[config.mk]
export PLATFORM = sky130hd
export DESIGN_NAME = restoring_divider16_flat
export DESIGN_NICKNAME = d
export VERILOG_FILES = /design/src/rtl/divider_pkg.sv /design/src/rtl/restoring_divider16_if.sv /design/src/rtl/subtractor17.sv /design/src/rtl/restoring_divider16.sv /design/src/flat_wrapper.sv
export SDC_FILE = /design/constraint.sdc
export NUM_CORES = 1
export LEC_CHECK = 0
export ABC_AREA = 0
export CORE_MARGIN = 2
export CORE_UTILIZATION = 50
export CTS_BUF_LIST = sky130_fd_sc_hd__clkbuf_8
export DETAILED_ROUTE_END_ITERATION = 6
export PLACE_DENSITY = 0.78
export SYNTH_ARGS = -nofsm -noshare
export SYNTH_HDL_FRONTEND = slang
export SYNTH_SLANG_ARGS = --single-unit
[constraint.sdc]
create_clock -name clk -period 8.74 [get_ports clk]
set_clock_uncertainty 0.2 [all_clocks]
set_input_delay 0.874 -clock clk [delete_from_list [all_inputs] [get_ports clk]]
set_output_delay 0.874 -clock clk [all_outputs]
set_load 0.1 [all_outputs]
[src/rtl/divider_pkg.sv]
// Shared types and constants for the restoring divider.
// State encoding, widths and the divide-by-zero quotient.
package divider_pkg;
  localparam int DIV_WIDTH = 16;
  localparam int CNT_W = $clog2(DIV_WIDTH);

  typedef enum logic [1:0] {
    IDLE,
    RUN,
    DONE
  } state_t;

  localparam logic [DIV_WIDTH-1:0] DIV_BY_ZERO_QUOTIENT = '1;
endpackage

[src/rtl/restoring_divider16_if.sv]
// Start/done handshake and operand/result bundle of the divider.
// The master issues operands; the slave returns results.
interface restoring_divider16_if #(
  parameter int W = 16
);
  logic         start;
  logic [W-1:0] dividend;
  logic [W-1:0] divisor;
  logic         busy;
  logic         done;
  logic [W-1:0] quotient;
  logic [W-1:0] remainder;
  logic         div_by_zero;

  modport master (
    output start, dividend, divisor,
    input  busy, done, quotient, remainder, div_by_zero
  );

  modport slave (
    input  start, dividend, divisor,
    output busy, done, quotient, remainder, div_by_zero
  );
endinterface

[src/rtl/subtractor17.sv]
// Ripple subtractor a + ~b + 1 built from full-adder cells.
// borrow is the inverted final carry.
module subtractor17 #(
  parameter int W = 17
) (
  input  logic [W-1:0] a,
  input  logic [W-1:0] b,
  output logic [W-1:0] diff,
  output logic         borrow
);
  logic [W:0]   c;
  logic [W-1:0] nb;

  assign nb   = ~b;
  assign c[0] = 1'b1;

  for (genvar i = 0; i < W; i++) begin : g_fa
    assign diff[i]  = a[i] ^ nb[i] ^ c[i];
    assign c[i+1]   = (a[i] & nb[i]) | (a[i] & c[i]) | (nb[i] & c[i]);
  end

  assign borrow = ~c[W];
endmodule

[src/rtl/restoring_divider16.sv]
// Unsigned restoring divider, one quotient bit per clock.
// FSM, counter and shift registers; trial subtract in subtractor17.
module restoring_divider16
  import divider_pkg::*;
#(
  parameter int WIDTH = DIV_WIDTH
) (
  input logic clk,
  input logic rst,
  restoring_divider16_if.slave bus
);
  localparam int CW = $clog2(WIDTH);

  state_t           state_q, state_d;
  logic [CW-1:0]    cnt_q, cnt_d;
  logic [WIDTH:0]   r_q, r_d;
  logic [WIDTH-1:0] q_q, q_d;
  logic [WIDTH-1:0] d_q, d_d;
  logic [WIDTH-1:0] quo_q, quo_d;
  logic [WIDTH-1:0] rem_q, rem_d;
  logic             dbz_q, dbz_d;

  logic [WIDTH:0]   r_sh;
  logic [WIDTH:0]   diff;
  logic             borrow;
  logic             take;
  logic [WIDTH:0]   r_next;
  logic [WIDTH-1:0] q_next;

  assign r_sh = {r_q[WIDTH-1:0], q_q[WIDTH-1]};

  subtractor17 #(.W(WIDTH + 1)) u_sub (
    .a     (r_sh),
    .b     ({1'b0, d_q}),
    .diff  (diff),
    .borrow(borrow)
  );

  // A set R MSB means the shifted value exceeds any divisor.
  assign take   = ~borrow | r_q[WIDTH];
  assign r_next = take ? diff : r_sh;
  assign q_next = {q_q[WIDTH-2:0], take};

  // Next-state, iteration and result capture.
  always_comb begin
    state_d = state_q;
    cnt_d   = cnt_q;
    r_d     = r_q;
    q_d     = q_q;
    d_d     = d_q;
    quo_d   = quo_q;
    rem_d   = rem_q;
    dbz_d   = dbz_q;
    unique case (state_q)
      IDLE: begin
        if (bus.start) begin
          if (bus.divisor == '0) begin
            quo_d   = DIV_BY_ZERO_QUOTIENT;
            rem_d   = bus.dividend;
            dbz_d   = 1'b1;
            state_d = DONE;
          end else begin
            q_d     = bus.dividend;
            d_d     = bus.divisor;
            r_d     = '0;
            cnt_d   = '0;
            dbz_d   = 1'b0;
            state_d = RUN;
          end
        end
      end
      RUN: begin
        r_d   = r_next;
        q_d   = q_next;
        cnt_d = cnt_q + 1'b1;
        if (cnt_q == CW'(WIDTH - 1)) begin
          quo_d   = q_next;
          rem_d   = r_next[WIDTH-1:0];
          state_d = DONE;
        end
      end
      DONE:    state_d = IDLE;
      default: state_d = IDLE;
    endcase
  end

  // State and datapath registers with synchronous reset.
  always_ff @(posedge clk) begin
    if (rst) begin
      state_q <= IDLE;
      cnt_q   <= '0;
      r_q     <= '0;
      q_q     <= '0;
      d_q     <= '0;
      quo_q   <= '0;
      rem_q   <= '0;
      dbz_q   <= 1'b0;
    end else begin
      state_q <= state_d;
      cnt_q   <= cnt_d;
      r_q     <= r_d;
      q_q     <= q_d;
      d_q     <= d_d;
      quo_q   <= quo_d;
      rem_q   <= rem_d;
      dbz_q   <= dbz_d;
    end
  end

  assign bus.busy        = (state_q != IDLE);
  assign bus.done        = (state_q == DONE);
  assign bus.quotient    = quo_q;
  assign bus.remainder   = rem_q;
  assign bus.div_by_zero = dbz_q;
endmodule

[src/flat_wrapper.sv]
// flat-port wrapper written by rule: the top's interface ports become plain ports
module restoring_divider16_flat import divider_pkg::*;
#(
  parameter int WIDTH = DIV_WIDTH
)
  (clk, rst, bus_start, bus_dividend, bus_divisor, bus_busy, bus_done, bus_quotient, bus_remainder, bus_div_by_zero);
  restoring_divider16_if #(.W(16)) bus_i ();
  input logic clk;
  input logic rst;
  input wire logic [$bits(bus_i.start)-1:0] bus_start;
  input wire logic [$bits(bus_i.dividend)-1:0] bus_dividend;
  input wire logic [$bits(bus_i.divisor)-1:0] bus_divisor;
  output wire logic [$bits(bus_i.busy)-1:0] bus_busy;
  output wire logic [$bits(bus_i.done)-1:0] bus_done;
  output wire logic [$bits(bus_i.quotient)-1:0] bus_quotient;
  output wire logic [$bits(bus_i.remainder)-1:0] bus_remainder;
  output wire logic [$bits(bus_i.div_by_zero)-1:0] bus_div_by_zero;
  assign bus_i.start = bus_start;
  assign bus_i.dividend = bus_dividend;
  assign bus_i.divisor = bus_divisor;
  assign bus_busy = bus_i.busy;
  assign bus_done = bus_i.done;
  assign bus_quotient = bus_i.quotient;
  assign bus_remainder = bus_i.remainder;
  assign bus_div_by_zero = bus_i.div_by_zero;
  restoring_divider16 #(.WIDTH(WIDTH)) u_core (.clk(clk), .rst(rst), .bus(bus_i));
endmodule
==> impl_metrics.csv, run 1 <==
group,metric,value,unit
global_routing,grt_pass1_wl,18400,um
global_routing,track_usage,26.0,%
drt,routedWlPerCell,17.7,um
placement,dp.final_hpwl,7500,um
global_routing,gr-usage-met3,5.64,%
sta,post-route-period-util,96.0,%
pwr,pwr-share-seq,42.5,%
drt,ant_nets,0,
die,ios,70,
sta,relSlewSlack,32.3,%
critical_path,critical_path_arrival,8.46,ns
finish,syn_to_final_growth,21.8,%
critical_path,r2r-end,"u_core.bus.remainder[14]",
finish,final_common_cell,"dfxtp_1",
drt,detail_route.first_pass.iterations,5,
sta,clock.fmax,0.119,GHz
run,max_cap_viol_count,0,
sta,finalMaxSlewViolations,0,
drt,via_per_inst,6.06,
pwr,p_per_area,212,mW/mm2
critical_path,reg2reg_depth,22,
die,num_rows,33,
drt,vias,3887,
pwr,pwr-share-comb,32.4,%
logic_synthesis,seq_area_frac_synth,41.6,%
global_routing,grtUsageMet2,39.7,%
pwr,p_leak,1.73,nW
drt,drtIter0Drc,393,
sta,tightest_slew,1.02,ns
cts,clk_pin_slew,0.09,ns
placement,io_buffers,69,
pwr,p_sw_share,38.6,%
critical_path,critPathMaxFanout,18,
cts,cts_sinks,88,
hold_path,hp-class,"flip-flop to flip-flop",
critical_path,crit_end,"u_core.bus.remainder[14]",
finish,final_cell_mix,"dfxtp_1 (88), clkdlybuf4s50_1 (68), a21oi_1 (64), nand2_1 (51), inv_1 (35)",
finish,postLayoutCellArea,0.00515,mm2
finish,n_antenna_cell,0,
sta,hold_violations,0,
finish,fillers,709,
sta,hold_slack,0.272,ns
die,fp.dieW,96.0,um
logic_synthesis,syn_nets,542,
critical_path,start_kind,"flip-flop",
global_routing,gr-total-overflow,0,
critical_path,required,8.81,ns
cts,ctsLongestPathBuffers,2,
logic_synthesis,syn_avg_cell_area,8.66,um2
critical_path,crit_start,"u_core.q_q[15]",
global_routing,grt_start_max_net_pins,89,
pwr,clkPwrFrac,25.0,%
cts,hold_buffers,0,
logic_synthesis,yosys_warnings,0,
global_routing,use_met1,36.8,%
critical_path,timing.rr.start,"u_core.q_q[15]",
pwr,ir_drop,0.121,mV
finish,nets,584,
pwr,netSwitchingPower,0.421,mW
placement,routabilityCongestion,0.901,
logic_synthesis,syn_area,0.00423,mm2
finish,final_cells,641,
die,dieArea,0.00922,mm2
logic_synthesis,ys_ff_latch,88,
placement,dpl-instance-area,0.00487,mm2
cts,htree_levels,3,
cts,clockRootBuffer,"clkbuf_8",
sta,min_period,8.39,ns
global_routing,antenna_found_initial,0,
cts,cts_buffers,9,
die,start_util,51.5,%
cts,cts_tree,"built",
die,die_h,96.0,um
critical_path,crit_type,"flip-flop to flip-flop",
cts,postCtsSetupBuffers,0,
logic_synthesis,synth_cells,489,
pwr,intPower,0.670,mW
critical_path,endpoint_kind,"flip-flop",
placement,dp_cells,625,
sta,setup_viol,0,
cts,insertion_delay,0.37,ns
sta,rsz0062_at_grt,"no",
logic_synthesis,yosys.cell_types.count,41,
global_routing,grt-busiest-layer,"met2",
critical_path,ff2ff_setup_slack,0.35,ns
sta,fin_tns_setup,0,ns
finish,drive_above_1_share,10.8,%
die,core_area,0.00822,mm2
outcome,status,"completed",
global_routing,grt_pass1_vias,3625,
drt,drt-total-wl,11400,um
drt,drc,0,
## cell usage after synthesis
cell	instances	area [um2]
buf_4	8	60.1
o21a_1	17	128
a21oi_1	70	350
a211oi_1	16	120
o21ai_2	1	8.76
nor2b_1	2	12.5
a21o_1	1	7.51
nor2_1	20	75.1
dfxtp_1	88	1760
a221o_1	15	150
o22ai_1	16	100
buf_1	1	3.75
mux2_2	1	11.3
a41oi_2	1	16.3
nor4_1	1	6.26
a22oi_1	2	15.0
a41oi_1	1	8.76
nor3_1	33	165
o21ai_1	16	80.1
o32ai_1	1	8.76
a21oi_2	1	8.76
buf_6	3	33.8
or3b_4	1	11.3
inv_1	35	131
a41o_1	1	10.0
and4_1	1	8.76
nor3b_1	1	7.51
fa_1	15	300
a221oi_1	2	17.5
nor2_2	2	12.5
clkinv_1	1	3.75
a311oi_1	16	140
o21ai_0	1	5.00
nor4_2	4	50.1
buf_2	7	35.0
nand2b_1	2	12.5
nand2_1	51	191
clkbuf_1	25	93.8
o21bai_1	1	7.51
ha_1	3	37.5
nand3_1	5	25.0
## stage by stage
| stage | utilization (%) | total power, mW | setup WS [ns] |
|---|---|---|---|
| CTS | 61.9 | 1.07 | 0.0137 |
| detailed placement | 59.3 | 0.800 | -0.209 |
| global route | 62.7 | 1.15 | 0.0321 |
| global placement | 59.3 | 0.790 | -0.0857 |
| finish | 62.7 | 1.09 | 0.349 |
| floorplan | - | 0.717 | 0.0765 |
## worst min path at each step
| stage | endpoint | slack, ns | cells past startpoint | startpoint |
|---|---|---|---|---|
| 3_3_place_gp | u_core.bus.quotient[0] | 0.25 | 1 | u_core.bus.quotient[0] |
| 6_report | u_core.bus.quotient[15] | 0.27 | 1 | u_core.bus.quotient[15] |
| 5_1_grt | u_core.bus.quotient[9] | 0.29 | 1 | u_core.bus.quotient[9] |
| 4_1_cts | u_core.bus.quotient[4] | 0.28 | 1 | u_core.bus.quotient[4] |
| 2_1_floorplan | u_core.q_q[10] | 0.25 | 2 | u_core.q_q[10] |
| 3_5_place_dp | u_core.bus.quotient[13] | 0.25 | 1 | u_core.bus.quotient[13] |
## timing repair
item / in CTS / in global routing
pin swaps: 1 / 4
endpoints found under the setup margin: 34 / 35
gates resized for setup: 6 / 19
## cells by family after synthesis
family                     synth area share (%)
AOI/OAI and AO/OA                          27.9
adders and majority gates                  7.98
buffers and inverters                      8.54
DFF                                        41.6
and+or+nand+nor                            13.7
muxes                                     0.266
## critical path: stages, from the launching register on
cell and delay [ns]:
dfxtp_1 0.33, inv_1 0.06, ha_1 0.19, fa_1 0.46, fa_1 0.47, fa_2 0.42, fa_2 0.42, fa_2 0.42
fa_2 0.41, fa_2 0.41, fa_1 0.45, fa_1 0.46, fa_1 0.46, fa_2 0.41, fa_2 0.40, fa_1 0.45
fa_1 0.46, fa_1 0.43, ha_1 0.22, nor2b_4 0.20, nor3_1 0.26, a21oi_2 0.07, a311oi_1 0.23
## sequential cells by signal, summed over array words and instances, names as in the netlist
register,flops
u_core.r_q,17
u_core.bus.quotient,16
u_core.d_q,16
u_core.state_q,2
u_core.cnt_q,4
u_core.bus.remainder,16
u_core.q_q,16
u_core.bus.div_by_zero,1
## layout make-up
class	count	area, um2	area share, %
clock buffers	10	138	2.67
flip-flops and latches	88	1760	34.2
multi-input cells	321	2210	42.8
clock inverters	6	50.0	0.971
well taps	105	131	2.55
repair buffers	75	731	14.2
inverters	36	135	2.62
## power by group through the flow
| stage | sequential (mW) | combinational, mW | clock (mW) |
|---|---|---|---|
| final | 0.464 | 0.354 | 0.273 |
| after global routing | 0.468 | 0.389 | 0.291 |
| after CTS | 0.463 | 0.336 | 0.274 |
| after detailed placement | 0.471 | 0.329 | 0 |
| after global placement | 0.470 | 0.320 | 0 |
| after floorplan | 0.530 | 0.187 | 0 |
## metal layers
layer / part of all wire (%) / vias to the layer above
li1: - / 1840
met1: 44 / 1851
met2: 47 / 169
met3: 7.4 / 27
met4: 2.1 / 0
met5: 0 / -
Power figures use the tool's default switching activity.
==> run 2, diff against run 1 <==
CAP_MARGIN = 20   (was default)
SLEW_MARGIN = 20   (was default)
==> run 2 against run 1 <==
Cell count grew 0.16%. Clock power shrank 3%. Sequential power is essentially flat. Core utilization grew 0.41 points. Non-clock buffer count is the same. Die area is the same. Worst setup slack lost 0.049 ns. Flip-flop and latch count is the same. Final area grew 0.66%.
==> impl_metrics.csv, run 2 (same netlist as run 1, synthesis figures left out) <==
group,metric,value,unit
critical_path,start_kind,"flip-flop",
global_routing,antenna_found_initial,0,
die,die_h,96.0,um
cts,htree_levels,3,
critical_path,cp_cell_sequence,"inv_1 -> ha_1 -> fa_1 -> fa_1 -> fa_2 -> fa_2 -> fa_2 -> fa_1 -> fa_2 -> fa_2 -> fa_1 -> fa_1 -> fa_2 -> fa_2 -> fa_1 -> fa_1 -> fa_1 -> ha_1 -> nor2b_4 -> nor3_2 -> a21oi_1 -> a311oi_1",
outcome,status,"completed",
sta,hold_violations,0,
critical_path,critPathMaxFanout,9,
drt,detail_route.first_pass.iterations,6,
placement,routabilityCongestion,0.901,
drt,vias,3966,
critical_path,critical_path.most_common_cell,"fa_1",
critical_path,worst-path-stages,22,
finish,final_cell_mix,"dfxtp_1 (88), clkdlybuf4s50_1 (68), a21oi_1 (60), nand2_1 (51), inv_1 (35)",
critical_path,crit_type,"flip-flop to flip-flop",
sta,clock.fmax,0.118,GHz
pwr,intPower,0.670,mW
finish,drive_above_1_share,12.1,%
cts,cts_tree,"built",
critical_path,endpoint_kind,"flip-flop",
global_routing,grt_pass1_vias,3691,
finish,final_common_cell,"dfxtp_1",
global_routing,grt_start_max_net_pins,89,
pwr,netSwitchingPower,0.435,mW
sta,relSlewSlack,30.6,%
cts,clockRootBuffer,"clkbuf_8",
pwr,pwr-share-seq,42.1,%
sta,setup_ws,0.300,ns
pwr,pwr-share-comb,33.9,%
die,dieArea,0.00922,mm2
die,ios,70,
sta,post-route-period-util,96.6,%
cts,clk_pin_slew,0.09,ns
placement,io_buffers,69,
cts,ctsLongestPathBuffers,2,
global_routing,track_usage,26.4,%
finish,largest_reg_flops,17,
drt,drtIter0Drc,459,
cts,insertion_delay,0.37,ns
die,start_util,51.5,%
hold_path,hold_depth,2,
finish,final_core_util,63.1,%
drt,ant_nets,0,
pwr,clkPwrFrac,24.0,%
placement,post-place-ws,-0.131,ns
finish,syn_to_final_growth,22.6,%
global_routing,gr-total-overflow,0,
critical_path,critPathTopFamily,"adder cells",
die,core_area,0.00822,mm2
placement,dpl-instance-area,0.00487,mm2
pwr,p_per_area,213,mW/mm2
finish,postLayoutCellArea,0.00519,mm2
drt,drt-total-wl,11700,um
drt,via_per_inst,6.18,
die,fp.dieW,96.0,um
sta,setup_viol,0,
critical_path,crit_buf_inv,1,
finish,fillers,705,
finish,n_antenna_cell,0,
die,num_rows,33,
placement,dp.final_hpwl,7550,um
run,max_cap_viol_count,0,
finish,max_flop_register,"u_core.r_q",
hold_path,hp-class,"flip-flop to flip-flop",
cts,cts_buffers,9,
critical_path,critical_path_arrival,8.51,ns
pwr,ir_drop,0.0999,mV
global_routing,grt_pass1_wl,18700,um
finish,nets,585,
pwr,p_sw_share,39.4,%
drt,drc,0,
critical_path,required,8.81,ns
critical_path,cp_slowest_cell,"fa_1",
drt,routedWlPerCell,18.3,um
sta,finalMaxSlewViolations,0,
cts,cts_sinks,88,
sta,min_period,8.44,ns
critical_path,reg2reg_depth,22,
sta,tightest_slew,1.04,ns
sta,hold_slack,0.273,ns
pwr,p_leak,1.74,nW
critical_path,crit_path_max_incr_delay,0.47,ns
-- run 2: final timing paths --
kind | end | slack [ns] | startpoint
hold / removal | u_core.bus.div_by_zero | 0.27 | u_core.bus.div_by_zero
setup / recovery | u_core.bus.remainder[11] | 0.30 | u_core.q_q[15]
setup reg to reg | u_core.bus.remainder[11] | 0.30 | u_core.q_q[15]
hold reg to reg | u_core.bus.div_by_zero | 0.27 | u_core.bus.div_by_zero
-- run 2: power groups by stage --
stage               Clock (mW)  Sequential (mW)  Combinational, mW
floorplan                    0            0.530              0.187
global placement             0            0.470              0.320
detailed placement           0            0.471              0.331
CTS                      0.266            0.463              0.347
global route             0.283            0.469              0.409
finish                   0.266            0.465              0.375
-- run 2: repair_timing --
item	in CTS	in global routing
cloned	0	1
hold buffers	0	0
setup buffers	0	0
endpoints found under the setup margin	34	35
pin swaps	0	5
gates resized for setup	12	19
-- run 2: worst min-delay path, stage by stage (launching register included) --
cell and delay [ns]:
dfxtp_1 0.32, nand2_1 0.05, a21oi_1 0.06
-- run 2: cell type report --
type,count,area (um2),area share [%]
multi-input combinational,322,2250,43.4
sequential,88,1760,34.0
timing repair buffer,75,731,14.1
inverter,36,135,2.60
tap,105,131,2.53
clock buffer,9,124,2.39
clock inverter,7,56.3,1.09
-- run 2: layer usage --
metal,up-vias,global-route usage (%),wire length [um]
li1,1839,-,-
met1,1915,36.9,5140
met2,184,40.9,5480
met3,28,3.92,871
met4,0,10.6,250
met5,-,0,0
-- run 2: metrics by stage --
step                TNS [ns]  power [mW]  instances
floorplan                  0       0.717        489
global placement      -0.914       0.790        625
detailed placement     -2.03       0.802        625
CTS                        0        1.08        641
global route         -0.0122        1.16        642
finish                     0        1.11        642
